--- config.mk ---
export PLATFORM = sky130hd
export DESIGN_NAME = calc_input_sequencer
export DESIGN_NICKNAME = d
export VERILOG_FILES = /design/src/rtl/calc_input_sequencer.sv
export SDC_FILE = /design/constraint.sdc
export NUM_CORES = 1
export LEC_CHECK = 0
export CORE_UTILIZATION = 54
export DETAILED_ROUTE_END_ITERATION = 10
export PLACE_DENSITY = 0.77
export SLEW_MARGIN = 0
export SYNTH_ARGS = -nofsm -noshare
export SYNTH_HDL_FRONTEND = slang
export SYNTH_SLANG_ARGS = --single-unit
--- constraint.sdc ---
create_clock -name CLOCK_50 -period 2.35 [get_ports CLOCK_50]
set_input_delay 0.5875 -clock CLOCK_50 [delete_from_list [all_inputs] [get_ports CLOCK_50]]
set_output_delay 0.5875 -clock CLOCK_50 [all_outputs]
set_load 0.05 [all_outputs]
--- src/rtl/calc_input_sequencer.sv ---
// Input sequencer for a small calculator: synchronizes the raw KEY/SW inputs,
// debounces them, and commits a stable {OP,A,B} word with a one-cycle LOAD pulse.
module calc_input_sequencer #(
    parameter int unsigned DEBOUNCE_CYCLES = 4
) (
    input  logic       CLOCK_50,
    input  logic       RESET_N,
    input  logic [2:0] KEY,
    input  logic [7:0] SW,
    output logic [2:0] OP,
    output logic [3:0] A,
    output logic [3:0] B,
    output logic       LOAD,
    output logic       BUSY,
    output logic [7:0] COMMIT_CNT
);

    typedef enum logic [1:0] {
        IDLE,
        SETTLE,
        COMMIT
    } state_t;

    // Last count value of the settle window; the commit decision happens on it.
    localparam logic [7:0] CNT_LAST = 8'(DEBOUNCE_CYCLES - 1);

    logic [10:0] sync1_q;
    logic [10:0] sync_s_q;
    logic [10:0] cand_q;
    logic [10:0] committed_q;
    logic [7:0]  cnt_q;
    state_t      state_q;

    // Two-flop synchronizer on the raw {KEY,SW} vector.
    always_ff @(posedge CLOCK_50 or negedge RESET_N) begin
        if (!RESET_N) begin
            sync1_q  <= '0;
            sync_s_q <= '0;
        end else begin
            sync1_q  <= {KEY, SW};
            sync_s_q <= sync1_q;
        end
    end

    // Debounce FSM: capture a candidate, require it to hold, then commit it.
    always_ff @(posedge CLOCK_50 or negedge RESET_N) begin
        if (!RESET_N) begin
            state_q     <= IDLE;
            cand_q      <= '0;
            cnt_q       <= '0;
            committed_q <= '0;
            LOAD        <= 1'b0;
            COMMIT_CNT  <= '0;
        end else begin
            LOAD <= 1'b0;
            case (state_q)
                IDLE: begin
                    if (sync_s_q != committed_q) begin
                        cand_q  <= sync_s_q;
                        cnt_q   <= '0;
                        state_q <= SETTLE;
                    end
                end
                SETTLE: begin
                    if (sync_s_q != cand_q) begin
                        // Input moved: restart the settle window on the new value.
                        cand_q <= sync_s_q;
                        cnt_q  <= '0;
                    end else if (cnt_q < CNT_LAST) begin
                        cnt_q <= cnt_q + 8'd1;
                    end else if (cand_q != committed_q) begin
                        committed_q <= cand_q;
                        LOAD        <= 1'b1;
                        COMMIT_CNT  <= COMMIT_CNT + 8'd1;
                        state_q     <= COMMIT;
                    end else begin
                        // Glitch settled back onto the committed value: drop it.
                        state_q <= IDLE;
                    end
                end
                COMMIT: begin
                    state_q <= IDLE;
                end
                default: begin
                    state_q <= IDLE;
                end
            endcase
        end
    end

    // Committed word is a straight bit pass-through of the sampled inputs.
    assign OP   = committed_q[10:8];
    assign A    = committed_q[7:4];
    assign B    = committed_q[3:0];
    assign BUSY = (state_q != IDLE);

endmodule

# Word-level counts from Yosys, hierarchy flattened
# Index checks and enable logic that the tools add are counted.
# W data, S select, Z words.
[word_totals]
regBits = 63
wordCells = 45
[op_classes]
addsub = 2
magnitude_cmp = 1
n_eq_ne = 9
mux = 16
n_bitwise = 2
reduce_logical = 7
[ops]
columns = ["op", "count"]
rows = [
  ["$ne A11 B11 Y1", 3],
  ["$mux W8", 3],
  ["$mux W11", 2],
  ["$pmux W11 S2", 1],
  ["$add A8 B1 Y8 const B", 2],
  ["$pmux W8 S2", 1],
  ["$reduce_and A3 Y1", 3],
  ["$lt A8 B2 Y1 const B", 1],
  ["$mux W2", 4],
  ["$ne A2 B2 Y1 const B", 4],
  ["$mux W1", 4],
  ["$pmux W2 S2", 1],
  ["$reduce_and A4 Y1", 1],
  ["$reduce_bool A2 Y1", 2],
  ["$ne A3 B3 Y1 const B", 1],
  ["$eq A2 B1 Y1 const B", 1],
  ["$logic_not A2 Y1", 1],
  ["$not A1 Y1", 2],
]

# Depth between registers and ports, before layout
# Gate-level depths: netlist of run 1.
[depth]
word_depth = 5
mapped_depth = 7
mapped_depth_nobuf = 6

# Worst setup path after synthesis of run 1
# No wires, ideal clock.
[synth_timing]
path_kind = "reg-to-reg"
from = "register committed_q[9]"
to = "register cand_q[5]"
arrival_time_ns = 2.020
required_time_ns = 2.225
slack_ns = 0.206
path_stages_with_launch = 8
n_path_buf = 2
period_less_slack_ns = 2.144
path_cell_list = "dfrtp_1 xor2_1 nor4_1 a31o_2 a31o_2 buf_2 buf_2 mux2_2"
[synth_via]
elab_chain_cells = 3
[synth_lines]
columns = ["item", "line_no", "text"]
rows = [
  ["start: declaration", "30", "logic [10:0] committed_q;"],
  ["start signal: assignment", "72", "committed_q <= cand_q;"],
  ["$ne A11 B11 Y1", "58", "if (sync_s_q != committed_q) begin"],
  ["$ne A2 B2 Y1 (no line)", "n/a", ""],
  ["$reduce_and A3 Y1 (no line)", "n/a", ""],
  ["end signal: assignment", "59", "cand_q <= sync_s_q;"],
  ["end signal: assignment", "67", "cand_q <= sync_s_q;"],
  ["end: declaration", "29", "logic [10:0] cand_q;"],
]
# No other way between the ends.
# A chain may end at the register's enable or synchronous reset.

# Worst setup path after layout of run 1
[layout_timing]
from = "register committed_q[9]"
to = "output OP[1]"
[layout_lines]
columns = ["item", "line_no", "text"]
rows = [
  ["end: declaration", "10", "output logic [2:0] OP,"],
]
# No word-level cell between the ends.

==> reports/results.txt, run 1 <==
Worst slew margin -> 65.9%
minimum clock period after layout -> 2210 ps
measured slew at the worst slew-check pin -> 511 ps
final WL -> 4710 um
Row Count -> 24
Leak -> 1.50 nW
multi-input logic area -> 946 sq um
number of remaining DRC errors -> 4
met1 usage -> 26.9%
Final Cycle Share -> 93.9%
slowest CP cell -> clkdlybuf4s50_1
die width -> 70.9 um
type of origin of the critical path -> register
Final Hold Viols -> 0
Avg WL per Cell -> 16.4 um
die height -> 70.9 um
status -> complete, but fails checks
most frequent cells in the layout -> dfrtp_1, clkdlybuf4s50_1, xor2_1
vias -> 1,497
mapped cell area -> 2560 sq um
aggregate global-route resource usage -> 21.0%
crit path cell chain -> clkdlybuf4s50_1
CTS root buf -> clkbuf_8
Reg area -> 1580 sq um
boundary pin count -> 34
Power, Total -> 2.38 mW
busiest grt layer -> met2
failing checks -> design-rule violations
Max FO, Critical Path -> 4
met3 Use GR -> 5.27%
maximum vdd ir drop -> 0.000880 V
H-tree depth -> 3
fmax -> 453 MHz
die footprint -> 5020 sq um
clk buf depth -> 2
max incr delay on CP -> 850 ps
class of the worst hold path -> input pin to asynchronous set/reset pin
Max Cap Viol -> 0
initial antenna violation count -> 0
Crit path arrival time -> 1620 ps
skew final -> 9.06 ps
CP bufs+invs -> 1
global placement routability congestion -> 0.866
post-route ant nets -> 0
Flop pwr share -> 47.9%
synthesized area per cell -> 14.1 sq um
Placeable Area -> 4440 sq um
Port Buffers -> 33
clock network power share -> 47.8%
Placed Cells -> 266
critical path launch point -> committed_q[9]
clock latency on the worst-skew pair -> 340 ps
commonest non-fill, non-tap cell in the layout -> dfrtp_1
met2 Use GR -> 32.3%
vias per std cell -> 5.22
total CTS buffers -> 9
final setup violation count -> 0
setup TNS -> 0 ps
layout cells sized above 1 -> 22.1%
Critical Path RT -> 1760 ps
pin count of the biggest net entering global routing -> 30
Worst Setup Path Type -> register to primary output
GRT overflow -> 0
post-route insts no fill -> 287
register area share after synthesis -> 61.5%
P_sw -> 0.486 mW
P&R area growth vs syn -> 27.0%
Starting Density -> 57.7%
crit end category -> primary output
HPWL after DPL -> 3250 um
first-pass GRT wire length -> 7610 um
DRC marker count from the first detailed-route iteration -> 133
Int Power -> 1.90 mW
power share of the combinational group -> 4.3%
unrepaired setup endpoints after global routing -> false
delay-heaviest family, CP -> buffers and inverters
fill cell count -> 314
yosys synthesis warning count -> 0
CTS Sinks -> 63
cells after synthesis -> 182
clock slew at reported path FFs -> 70 ps
Yosys cell types -> 24
Switching Share -> 20.4%
FF+latch count, synth -> 63
vias in the first global route -> 1,574
Syn Nets -> 197
# nets final -> 245
Crit Reg-Reg Startpoint -> sync_s_q[2]
clock tree from TritonCTS -> yes
Pre-antenna DRT Iters -> 9
Antenna diodes -> 0
fin. max-slew vios -> 0
PwrDens -> 732 nW/um^2
[power groups by stage]
| stage | registers, mW | clock network [mW] | logic (mW) |
|---|---|---|---|
| 2_1_floorplan | 1.15 | 0 | 0.0490 |
| 3_3_place_gp | 1.16 | 0 | 0.102 |
| 3_5_place_dp | 1.16 | 0 | 0.106 |
| 4_1_cts | 1.14 | 1.16 | 0.107 |
| 5_1_grt | 1.14 | 1.21 | 0.115 |
| 6_report | 1.14 | 1.14 | 0.104 |
[metrics by stage]
stage	worst slack, ps	util, %	area, sq um	hold slack, ps
2_1_floorplan	206	-	2560	292
3_3_place_gp	260	66.6	2960	333
3_5_place_dp	150	66.6	2960	335
4_1_cts	123	72.1	3200	220
5_1_grt	95.1	73.2	3250	233
6_report	144	73.2	3250	208
[cells in the mapped netlist]
cell | number | share of area (%)
a31o_2 | 2 | 0.68
a41oi_1 | 1 | 0.34
and2_1 | 7 | 1.7
buf_2 | 2 | 0.39
buf_6 | 1 | 0.44
dfrtp_1 | 63 | 62
ha_1 | 2 | 0.98
inv_1 | 5 | 0.73
mux2_2 | 17 | 7.5
mux2_4 | 6 | 3.5
mux2i_1 | 1 | 0.39
nand2_1 | 6 | 0.88
nand3_1 | 3 | 0.59
nand3_4 | 1 | 0.68
nand4_1 | 6 | 1.5
nor2_1 | 4 | 0.59
nor2b_1 | 1 | 0.24
nor3_1 | 5 | 0.98
nor4_1 | 6 | 1.5
nor4_4 | 1 | 0.83
o21ai_0 | 1 | 0.20
or2_2 | 1 | 0.24
xnor2_1 | 14 | 4.8
xor2_1 | 26 | 8.9
[state kept, by name (all words and copies together), names as in the netlist]
register and cells:
COMMIT_CNT 8, LOAD 1, cand_q 11, cnt_q 8, committed_q 11, state_q 2
sync1_q 11, sync_s_q 11
[final cells by class]
type | count | area share, %
Sequential cell | 63 | 48.5
Multi-Input combinational cell | 111 | 29.1
Timing Repair Buffer | 40 | 12.3
Clock buffer | 10 | 4.23
Clock inverter | 6 | 3.31
Tap cell | 52 | 2.00
Inverter | 5 | 0.577
[logic make-up after synthesis]
| logic type | after synthesis | share of synthesized area, % |
|---|---|---|
| flip-flops | 63 | 61.5 |
| AND/OR/NAND/NOR | 41 | 9.67 |
| XOR/XNOR | 40 | 13.7 |
| multiplexers | 24 | 11.4 |
| buffers and inverters | 8 | 1.56 |
| AO/OA/AOI/OAI | 4 | 1.22 |
| adder cells (fa/ha/maj) | 2 | 0.976 |
[metal layers]
layer / routed length [um] / part of all wire, %
met5: 0 / 0
met1: 2070 / 44
met3: 177 / 3.8
met2: 2320 / 49
met4: 144 / 3.1
[final timing paths]
path	depth (start not counted)	slack, ps	end
setup / recovery	1	140	OP[1]
hold / removal	1	210	committed_q[7]
setup reg to reg	6	260	committed_q[10]
hold reg to reg	0	350	sync_s_q[4]
max in group asynchronous	2	1530	committed_q[4]
min in group CLOCK_50	0	350	sync_s_q[4]
[repair_timing]
| action | in CTS | in global routing |
|---|---|---|
| pin swaps | 0 | 1 |
| cloned | 0 | 0 |
| buffers inserted | 0 | 5 |
| setup endpoints to repair | 1 | 1 |
| hold buffers | 0 | 0 |
| endpoints found under the hold margin | 0 | 0 |
| gates resized for setup | 1 | 0 |
(Power assumes the default switching activity.)
==> inputs of run 2 (changes only) <==
--- a/config.mk
+++ b/config.mk
@@ -5,6 +5,7 @@
 export SDC_FILE = /design/constraint.sdc
 export NUM_CORES = 1
 export LEC_CHECK = 0
+export CORE_ASPECT_RATIO = 0.6
 export CORE_UTILIZATION = 54
 export DETAILED_ROUTE_END_ITERATION = 10
 export PLACE_DENSITY = 0.77
==> reports/results.txt, run 2 (synthesis gave the netlist of run 1 again) <==
status -> finished, final reports clean
Placed Cells -> 273 (+2.6%)
global placement routability congestion -> 0.902 (+4.2%)
CP bufs+invs -> 1 (unchanged)
clock latency on the worst-skew pair -> 340 ps (about the same)
Switching Share -> 21.7% (+1.3 points)
final core occ -> 73.5% (+0.30 points)
post-route ant nets -> 0 (unchanged)
layout cells sized above 1 -> 20.1% (-2.0 points)
Crit Reg-Reg Startpoint -> sync_s_q[9]
vias -> 1,538 (+2.7%)
Max Cap Viol -> 0 (unchanged)
fin. max-slew vios -> 0 (unchanged)
r2r setup slk -> 230 ps (-30 ps)
Final Hold Viols -> 0 (unchanged)
most frequent cells in the layout -> dfrtp_1, clkdlybuf4s50_1, xor2_1
fmax -> 458 MHz (+1.0%)
final setup violation count -> 0 (unchanged)
power share of the combinational group -> 5.1% (+0.8 points)
DRC marker count from the first detailed-route iteration -> 94 (-29%)
Final Cycle Share -> 92.9% (-0.93 points)
boundary pin count -> 34 (unchanged)
Placeable Area -> 4320 sq um (-2.7%)
total CTS buffers -> 9 (unchanged)
Crit path arrival time -> 1600 ps (-20 ps)
crit path cell chain -> clkdlybuf4s50_1
die height -> 55.4 um (-22%)
Int Power -> 1.62 mW (-15%)
delay-heaviest family, CP -> buffers and inverters
P_sw -> 0.449 mW (-7.6%)
crit end category -> primary output
worst hold slack -> 262 ps (+54.7 ps)
class of the worst hold path -> input pin to asynchronous set/reset pin
Antenna diodes -> 0 (unchanged)
met2 Use GR -> 31.3% (-0.99 points)
aggregate global-route resource usage -> 20.9% (-0.049 points)
Port Buffers -> 33 (unchanged)
maximum vdd ir drop -> 0.000405 V (-54%)
CTS root buf -> clkbuf_8
max incr delay on CP -> 830 ps (-20 ps)
# nets final -> 242 (-1.2%)
first-pass GRT wire length -> 7680 um (+0.91%)
Avg WL per Cell -> 16.2 um (-1.6%)
pin count of the biggest net entering global routing -> 64 (+110%)
Starting Density -> 59.3% (+1.6 points)
clk buf depth -> 2 (unchanged)
skew final -> 6.56 ps (-2.50 ps)
clock slew at reported path FFs -> 60 ps (about the same)
Flop pwr share -> 55.3% (+7.4 points)
hold buffer count at cts -> 0 (unchanged)
die footprint -> 5030 sq um (+0.18%)
worst setup margin -> 166 ps (+21.7 ps)
commonest non-fill, non-tap cell in the layout -> dfrtp_1
CTS Sinks -> 63 (unchanged)
HPWL after DPL -> 3220 um (-1.1%)
Worst slew margin -> 65.2% (-0.70 points)
initial antenna violation count -> 0 (unchanged)
Max FO, Critical Path -> 4 (unchanged)
worst slack, placed -> 113 ps (-36.5 ps)
GRT overflow -> 0 (unchanged)
R2R depth -> 6 (unchanged)
Row Count -> 18 (-25%)
setup TNS -> 0 ps (unchanged)
vias per std cell -> 5.32 (+2.0%)
PwrDens -> 649 nW/um^2 (-11%)
clock tree from TritonCTS -> yes
FF-to-FF End -> COMMIT_CNT[1]
die width -> 90.9 um (+28%)
post-route insts no fill -> 289 (+0.70%)
Leak -> 1.46 nW (-2.6%)
fill cell count -> 291 (-7.3%)
P&R area growth vs syn -> 24.0%
minimum clock period after layout -> 2180 ps (-21.7 ps)
slowest CP cell -> clkdlybuf4s50_1
Critical Path RT -> 1760 ps (about the same)
H-tree depth -> 3 (unchanged)
measured slew at the worst slew-check pin -> 516 ps (+5.31 ps)
busiest grt layer -> met2
Pre-antenna DRT Iters -> 5 (-4)
met1 usage -> 26.5% (-0.48 points)
type of origin of the critical path -> register
final WL -> 4670 um (-0.91%)
met3 Use GR -> 10.5% (+5.2 points)
vias in the first global route -> 1,618 (+2.8%)
Worst Setup Path Type -> register to primary output
number of remaining DRC errors -> 0 (-4)
unrepaired setup endpoints after global routing -> false
clock network power share -> 39.6% (-8.2 points)
-- run 2: changes by cell type in the layout (fill, tap and decap cells not counted) --
cell,change
clkinvlp_4,-1
clkinv_2,-1
clkbuf_8,+2
buf_4,-4
bufinv_16,-3
buf_12,+1
-- run 2: what timing repair did --
| item | 4_1_cts | 5_1_grt |
|---|---|---|
| pin swaps | 0 | 1 |
| endpoints found under the setup margin | 1 | 3 |
| gates resized for setup | 1 | 0 |
| setup buffers | 0 | 3 |
-- run 2: cell type report --
class	count	area, sq um	share of cell area (%)
repair buffers	37	392	12.3
clock buffers	12	165	5.20
multi-input cells	111	946	29.8
inverters	5	18.8	0.591
flip-flops and latches	63	1580	49.6
well taps	60	75.1	2.36
clock inverters	1	5.00	0.157
-- run 2: worst max path at each step --
| stage | startpoint | end | slack, ps | cells past startpoint |
|---|---|---|---|---|
| 3_5_place_dp | sync_s_q[9] | COMMIT_CNT[7] | 110 | 6 |
| 4_1_cts | sync_s_q[9] | COMMIT_CNT[7] | 100 | 6 |
| 5_1_grt | committed_q[9] | OP[1] | 110 | 1 |
| 3_3_place_gp | sync_s_q[9] | COMMIT_CNT[7] | 200 | 6 |
| 6_report | committed_q[6] | A[2] | 170 | 1 |
| 2_1_floorplan | committed_q[9] | cand_q[5] | 210 | 7 |
-- run 2: power groups by stage --
| stage | combinational [mW] | sequential, mW | clock [mW] |
|---|---|---|---|
| floorplan | 0.0490 | 1.15 | 0 |
| global placement | 0.102 | 1.16 | 0 |
| detailed placement | 0.106 | 1.16 | 0 |
| CTS | 0.107 | 1.14 | 0.844 |
| global route | 0.116 | 1.14 | 0.881 |
| finish | 0.105 | 1.14 | 0.818 |
-- run 2: per-stage QoR --
step | area [sq um] | total power [mW]
after floorplan | 2560 | 1.20
after global placement | 2960 | 1.26
after detailed placement | 2960 | 1.27
after CTS | 3130 | 2.09
after global routing | 3180 | 2.14
final | 3180 | 2.06
-- run 2: metal layers --
layer | part of all wire [%] | vias to the layer above | routed length (um)
li1 | - | 704 | -
met1 | 45 | 768 | 2090
met2 | 47 | 54 | 2170
met3 | 6.8 | 12 | 316
met4 | 1.8 | 0 | 86
met5 | 0 | - | 0
-- run 2: worst register-to-register path, delay by kind of cell, from the launching register on --
family / cells / cell delay, ps
xor+xnor: 1 / 300
flops: 1 / 410
buf+inv: 1 / 190
mux: 1 / 290
simple gates: 3 / 810
